## src/rtl/wb_pkg.sv

```systemverilog
// Shared types for the integer writeback arbiter.
// Slot layout, source encoding and default starvation limit.
package wb_pkg;

  localparam int WB_ADDR_W       = 5;
  localparam int WB_DATA_W       = 64;
  localparam int WB_STARVE_LIMIT = 3;

  typedef enum logic [1:0] {
    WB_NONE = 2'd0,
    WB_ALU  = 2'd1,
    WB_LSU  = 2'd2
  } wb_src_e;

  typedef struct packed {
    logic                 valid;
    logic [WB_ADDR_W-1:0] rd;
    logic [WB_DATA_W-1:0] data;
  } wb_slot_t;

endpackage

```

## src/rtl/wb_slot.sv

```systemverilog
// One-entry result buffer for a single writeback source.
// Accepts on valid/ready, drops x0 writes, frees itself when granted.
module wb_slot
  import wb_pkg::*;
#(
  parameter int ADDR_WIDTH = WB_ADDR_W,
  parameter int DATA_WIDTH = WB_DATA_W
) (
  input  logic                  clk,
  input  logic                  rst,
  input  logic                  in_valid,
  output logic                  in_ready,
  input  logic [ADDR_WIDTH-1:0] in_rd,
  input  logic [DATA_WIDTH-1:0] in_data,
  input  logic                  grant,
  output wb_slot_t              slot
);

  logic fire;
  logic keep;

  // Free when empty, or when the held entry leaves this cycle.
  assign in_ready = !slot.valid | grant;
  assign fire     = in_valid & in_ready;
  assign keep     = in_rd != '0;

  // Load on handshake (x0 absorbed), otherwise clear on grant.
  always_ff @(posedge clk or posedge rst) begin
    if (rst) begin
      slot <= '0;
    end else if (fire && keep) begin
      slot.valid <= 1'b1;
      slot.rd    <= WB_ADDR_W'(in_rd);
      slot.data  <= WB_DATA_W'(in_data);
    end else if (grant) begin
      slot.valid <= 1'b0;
    end
  end

endmodule

```

## src/rtl/wb_arbiter.sv

```systemverilog
// Writeback arbiter for the integer register file write port.
// LSU wins by default; the ALU wins after STARVE_LIMIT lost rounds.
module wb_arbiter
  import wb_pkg::*;
#(
  parameter int ADDR_WIDTH   = WB_ADDR_W,
  parameter int DATA_WIDTH   = WB_DATA_W,
  parameter int STARVE_LIMIT = WB_STARVE_LIMIT
) (
  input  logic                  clk,
  input  logic                  rst,
  input  logic                  alu_valid,
  output logic                  alu_ready,
  input  logic [ADDR_WIDTH-1:0] alu_rd,
  input  logic [DATA_WIDTH-1:0] alu_data,
  input  logic                  lsu_valid,
  output logic                  lsu_ready,
  input  logic [ADDR_WIDTH-1:0] lsu_rd,
  input  logic [DATA_WIDTH-1:0] lsu_data,
  output logic                  rf_wen,
  output logic [ADDR_WIDTH-1:0] rf_rd,
  output logic [DATA_WIDTH-1:0] rf_dataD,
  output logic                  busy
);

  localparam int CW = $clog2(STARVE_LIMIT + 1);
  localparam logic [CW-1:0] LIM = CW'(STARVE_LIMIT);

  wb_slot_t             alu_slot;
  wb_slot_t             lsu_slot;
  wb_src_e              sel;
  logic                 grant_alu;
  logic                 grant_lsu;
  logic [CW-1:0]        starve_cnt;
  logic [WB_ADDR_W-1:0] win_rd;
  logic [WB_DATA_W-1:0] win_data;

  wb_slot #(
    .ADDR_WIDTH (ADDR_WIDTH),
    .DATA_WIDTH (DATA_WIDTH)
  ) u_alu_slot (
    .clk      (clk),
    .rst      (rst),
    .in_valid (alu_valid),
    .in_ready (alu_ready),
    .in_rd    (alu_rd),
    .in_data  (alu_data),
    .grant    (grant_alu),
    .slot     (alu_slot)
  );

  wb_slot #(
    .ADDR_WIDTH (ADDR_WIDTH),
    .DATA_WIDTH (DATA_WIDTH)
  ) u_lsu_slot (
    .clk      (clk),
    .rst      (rst),
    .in_valid (lsu_valid),
    .in_ready (lsu_ready),
    .in_rd    (lsu_rd),
    .in_data  (lsu_data),
    .grant    (grant_lsu),
    .slot     (lsu_slot)
  );

  // Pick the source to write back this cycle.
  always_comb begin
    sel = WB_NONE;
    if (lsu_slot.valid && starve_cnt < LIM) begin
      sel = WB_LSU;
    end else if (alu_slot.valid) begin
      sel = WB_ALU;
    end
  end

  assign grant_lsu = sel == WB_LSU;
  assign grant_alu = sel == WB_ALU;

  // Steer the winning slot onto the write bus.
  always_comb begin
    win_rd   = '0;
    win_data = '0;
    unique case (1'b1)
      grant_lsu: begin
        win_rd   = lsu_slot.rd;
        win_data = lsu_slot.data;
      end
      grant_alu: begin
        win_rd   = alu_slot.rd;
        win_data = alu_slot.data;
      end
      default: begin
        win_rd   = '0;
        win_data = '0;
      end
    endcase
  end

  // Count rounds the waiting ALU entry loses to the LSU.
  always_ff @(posedge clk or posedge rst) begin
    if (rst) begin
      starve_cnt <= '0;
    end else if (!alu_slot.valid || grant_alu) begin
      starve_cnt <= '0;
    end else if (grant_lsu && starve_cnt < LIM) begin
      starve_cnt <= starve_cnt + 1'b1;
    end
  end

  // Registered write port; index and data hold when idle.
  always_ff @(posedge clk or posedge rst) begin
    if (rst) begin
      rf_wen   <= 1'b0;
      rf_rd    <= '0;
      rf_dataD <= '0;
    end else begin
      rf_wen <= grant_lsu | grant_alu;
      if (grant_lsu | grant_alu) begin
        rf_rd    <= ADDR_WIDTH'(win_rd);
        rf_dataD <= DATA_WIDTH'(win_data);
      end
    end
  end

  assign busy = alu_slot.valid | lsu_slot.valid | rf_wen;

endmodule

```

## config.mk

```make
export PLATFORM = sky130hd
export DESIGN_NAME = wb_arbiter
export DESIGN_NICKNAME = d
export VERILOG_FILES = /design/src/rtl/wb_pkg.sv /design/src/rtl/wb_slot.sv /design/src/rtl/wb_arbiter.sv
export SDC_FILE = /design/constraint.sdc
export NUM_CORES = 1
export LEC_CHECK = 0
export BUFFER_PORTS_ARGS = -buffer_cell sky130_fd_sc_hd__buf_4
export CAP_MARGIN = 20
export CORE_AREA = 2 2 115 144
export CTS_BUF_LIST = sky130_fd_sc_hd__clkbuf_8
export DETAILED_ROUTE_END_ITERATION = 12
export DIE_AREA = 0 0 117 146
export PLACE_DENSITY_LB_ADDON = 0.3
export SETUP_SLACK_MARGIN = 0.3
export SLEW_MARGIN = 20
export SYNTH_ARGS = -nofsm -noshare
export SYNTH_HDL_FRONTEND = slang
export SYNTH_SLANG_ARGS = --single-unit
```

## constraint.sdc

```tcl
create_clock -name clk -period 11.4 [get_ports clk]
set_input_delay 1.14 -clock clk [delete_from_list [all_inputs] [get_ports clk]]
set_output_delay 1.14 -clock clk [all_outputs]
set_load 0.05 [all_outputs]
```

==> results.toml <==
[logic_synthesis]
synth_edf_count = 0
synth-simple-area-share_pct = 3.872
synth_ff_type = "dfrtp_1"
syn_inst = 611
synthAdderAreaFrac_pct = 0.1472
synth_compound_area_share_pct = 4.918
synth_top_family_by_area = "multiplexers"
async_reset_ff_share_pct = 100.0
synth_nets = 754
yosysWarnings = 0
ys_ff_latch = 212
avgSynthCellArea_um2 = 13.91
seq_area_frac_synth_pct = 62.43
synth_cell_types = 22
yosys.area_share.xor_xnor_pct = 0
synthMuxAreaShare_pct = 26.15
syn_area_mm2 = 0.008498

[floorplanning]
ios = 215
rows = 51
die-area_mm2 = 0.01708
die_y_um = 146
core_mm2 = 0.01563
start_util_pct = 54.36
dieWidth_um = 117

[cts]
cts_max_level = 2
cts.sinks = 212
clock_latency_ns = 0.50
root_buffer = "clkbuf_8"
clock_path_buffers = 3
ctsHoldBuffers = 0
post_cts_buffers = 0
path_clk_slew_ns = 0.06
post_cts_resized = 0
numCtsBuffers = 34
cts_tree = "built"

[drt]
drt-vias-per-instance = 5.267
drc = 0
finalWirelength_um = 18850
met3WireLength_um = 1244
num_vias = 5615
initialDrtViolationCount = 277
drtAntennaViolNets = 0
wl_met2_um = 9768
wl_met1_um = 7232
wl_per_cell_um = 17.68
routed.top_layer = "met4"
drt-pass1-iter-count = 4

[setup_path]
critPathMaxStageDelay_ns = 0.86
critPathTopFamily = "flip-flops"
start_kind = "flip-flop"
crit_required_ns = 10.26
critPathKind = "flip-flop to output pin"
worstPathArrival_ns = 2.08
critical_path_buf_inv_count = 1
critical-path-slowest-cell = "dfrtp_4"
worst_setup_path_end_kind = "output pin"
crit_path_max_fanout = 36
crit_chain = "nand3b_1 -> buf_4"

[global_route]
grt_max_degree = 136
grt_overflow_total = 0
antenna_found_initial = 0
grt_pass1_wl_um = 30150
grt_usage_pct = 22.38
grt_pass1_vias = 6142

[sta]
setup_viol = 0
setup-tns-final_ns = 0
drv_slew = 0
slew_headroom_pct = 36.16
rsz0062_at_grt = "false"
skew_ns = 0.01469
hold_violations = 0
hold_ws_ns = 0.4435
worst_pin_slew_ns = 0.9577
fmax_mhz = 310.5
setup_ws_ns = 8.179
period_share_pct = 28.25
period_needed_ns = 3.221

[cells_and_area]
antennaDiodeCount = 0
final_core_util_pct = 70.00
stdcell_area_mm2 = 0.01094
drive_gt1_share_pct = 46.02
final_cells = 1066
final_nets = 975
area_growth_pct = 28.77

[run_status]
status = "finished clean"

[pwr]
peakVddDrop_v = 0.0001064
leakagePower_nw = 5.327
power_mw = 2.028
power_density_mw_per_mm2 = 185.4

[placement]
dp_hpwl_um = 13000
pre_cts_slack_ns = 7.494
dpl.cell_count = 1007
port_buffers = 214
gp_congestion = 0.7887
placed_cell_area_mm2 = 0.01027

[run]
maxCapViolCount = 0

[min_path]
hp-class = "flip-flop to flip-flop"
[where the power goes]
| group | internal (mW) | total, mW | switching [mW] |
|---|---|---|---|
| Combinational | 0.192 | 0.474 | 0.282 |
| Clock | 0.340 | 0.614 | 0.274 |
| Sequential | 0.868 | 0.940 | 0.0715 |
| Total | 1.40 | 2.03 | 0.628 |
[layout by cell type (no fill, tap or decap), drive strengths merged]
master  synthesis  routed
buf            16     222
dfrtp         212     212
mux2          136     136
nand2          72      72
o21ai          71      71
mux2i          69      69
clkbuf         21      40
inv             1      14
clkinv          0       4
or4             2       2
o211ai          2       2
a32o            2       2
nand3b          1       1
nor2b           1       1
or2             1       1
nor2            1       1
or3             1       1
and3            1       1
ha              1       1
bufinv          0       1
[layout make-up]
type / instances / area, um^2
clock buffer: 40 / 550.5
sequential: 212 / 5309
clock inverter: 18 / 98.84
fill: 1141 / 4691
inverter: 1 / 11.26
multi-input combinational: 361 / 2989
timing repair buffer: 222 / 1719
tap: 212 / 265.3
[flip-flops by register name, summed over array words and instances (netlist names)]
| register | count |
|---|---|
| starve_cnt | 2 |
| u_lsu_slot.slot | 70 |
| u_alu_slot.slot | 70 |
| rf_rd | 5 |
| rf_wen | 1 |
| rf_dataD | 64 |
[metal layers]
metal  track usage, %  up-vias
met5                0        -
met1            26.13     2802
met3            5.706       45
met2            38.96      188
met4            8.765        0
li1                 -     2580
[logic make-up after synthesis]
kind of cell,Yosys count
adder cells (fa/ha/maj),1
multiplexers,205
AND/OR/NAND/NOR,80
flip-flops,212
AO/OA/AOI/OAI,75
buffers and inverters,38
[final timing paths]
path,start,to,slack (ns),cells past startpoint
worst max-delay path,u_alu_slot.slot[69],alu_ready,8.18,2
worst min-delay path,starve_cnt[0],starve_cnt[0],0.44,1
worst max register to register,u_alu_slot.slot[69],u_alu_slot.slot[37],8.62,4
worst min register to register,starve_cnt[0],starve_cnt[0],0.44,1
max in group asynchronous,rst,u_lsu_slot.slot[41],9.01,3
min in group asynchronous,rst,rf_dataD[46],0.84,2
[synth_stat cells (2+ instances only)]
| cell | count | area, um^2 |
|---|---|---|
| mux2_2 | 118 | 1329 |
| or4_4 | 2 | 22.52 |
| mux2_1 | 18 | 202.7 |
| dfrtp_1 | 212 | 5305 |
| a32o_1 | 2 | 20.02 |
| mux2i_1 | 69 | 690.7 |
| o211ai_4 | 2 | 42.54 |
| buf_6 | 4 | 45.04 |
| clkbuf_1 | 21 | 78.83 |
| buf_4 | 10 | 75.07 |
| nand2_1 | 72 | 270.3 |
| o21ai_0 | 71 | 355.3 |
(Power assumes the default switching activity.)
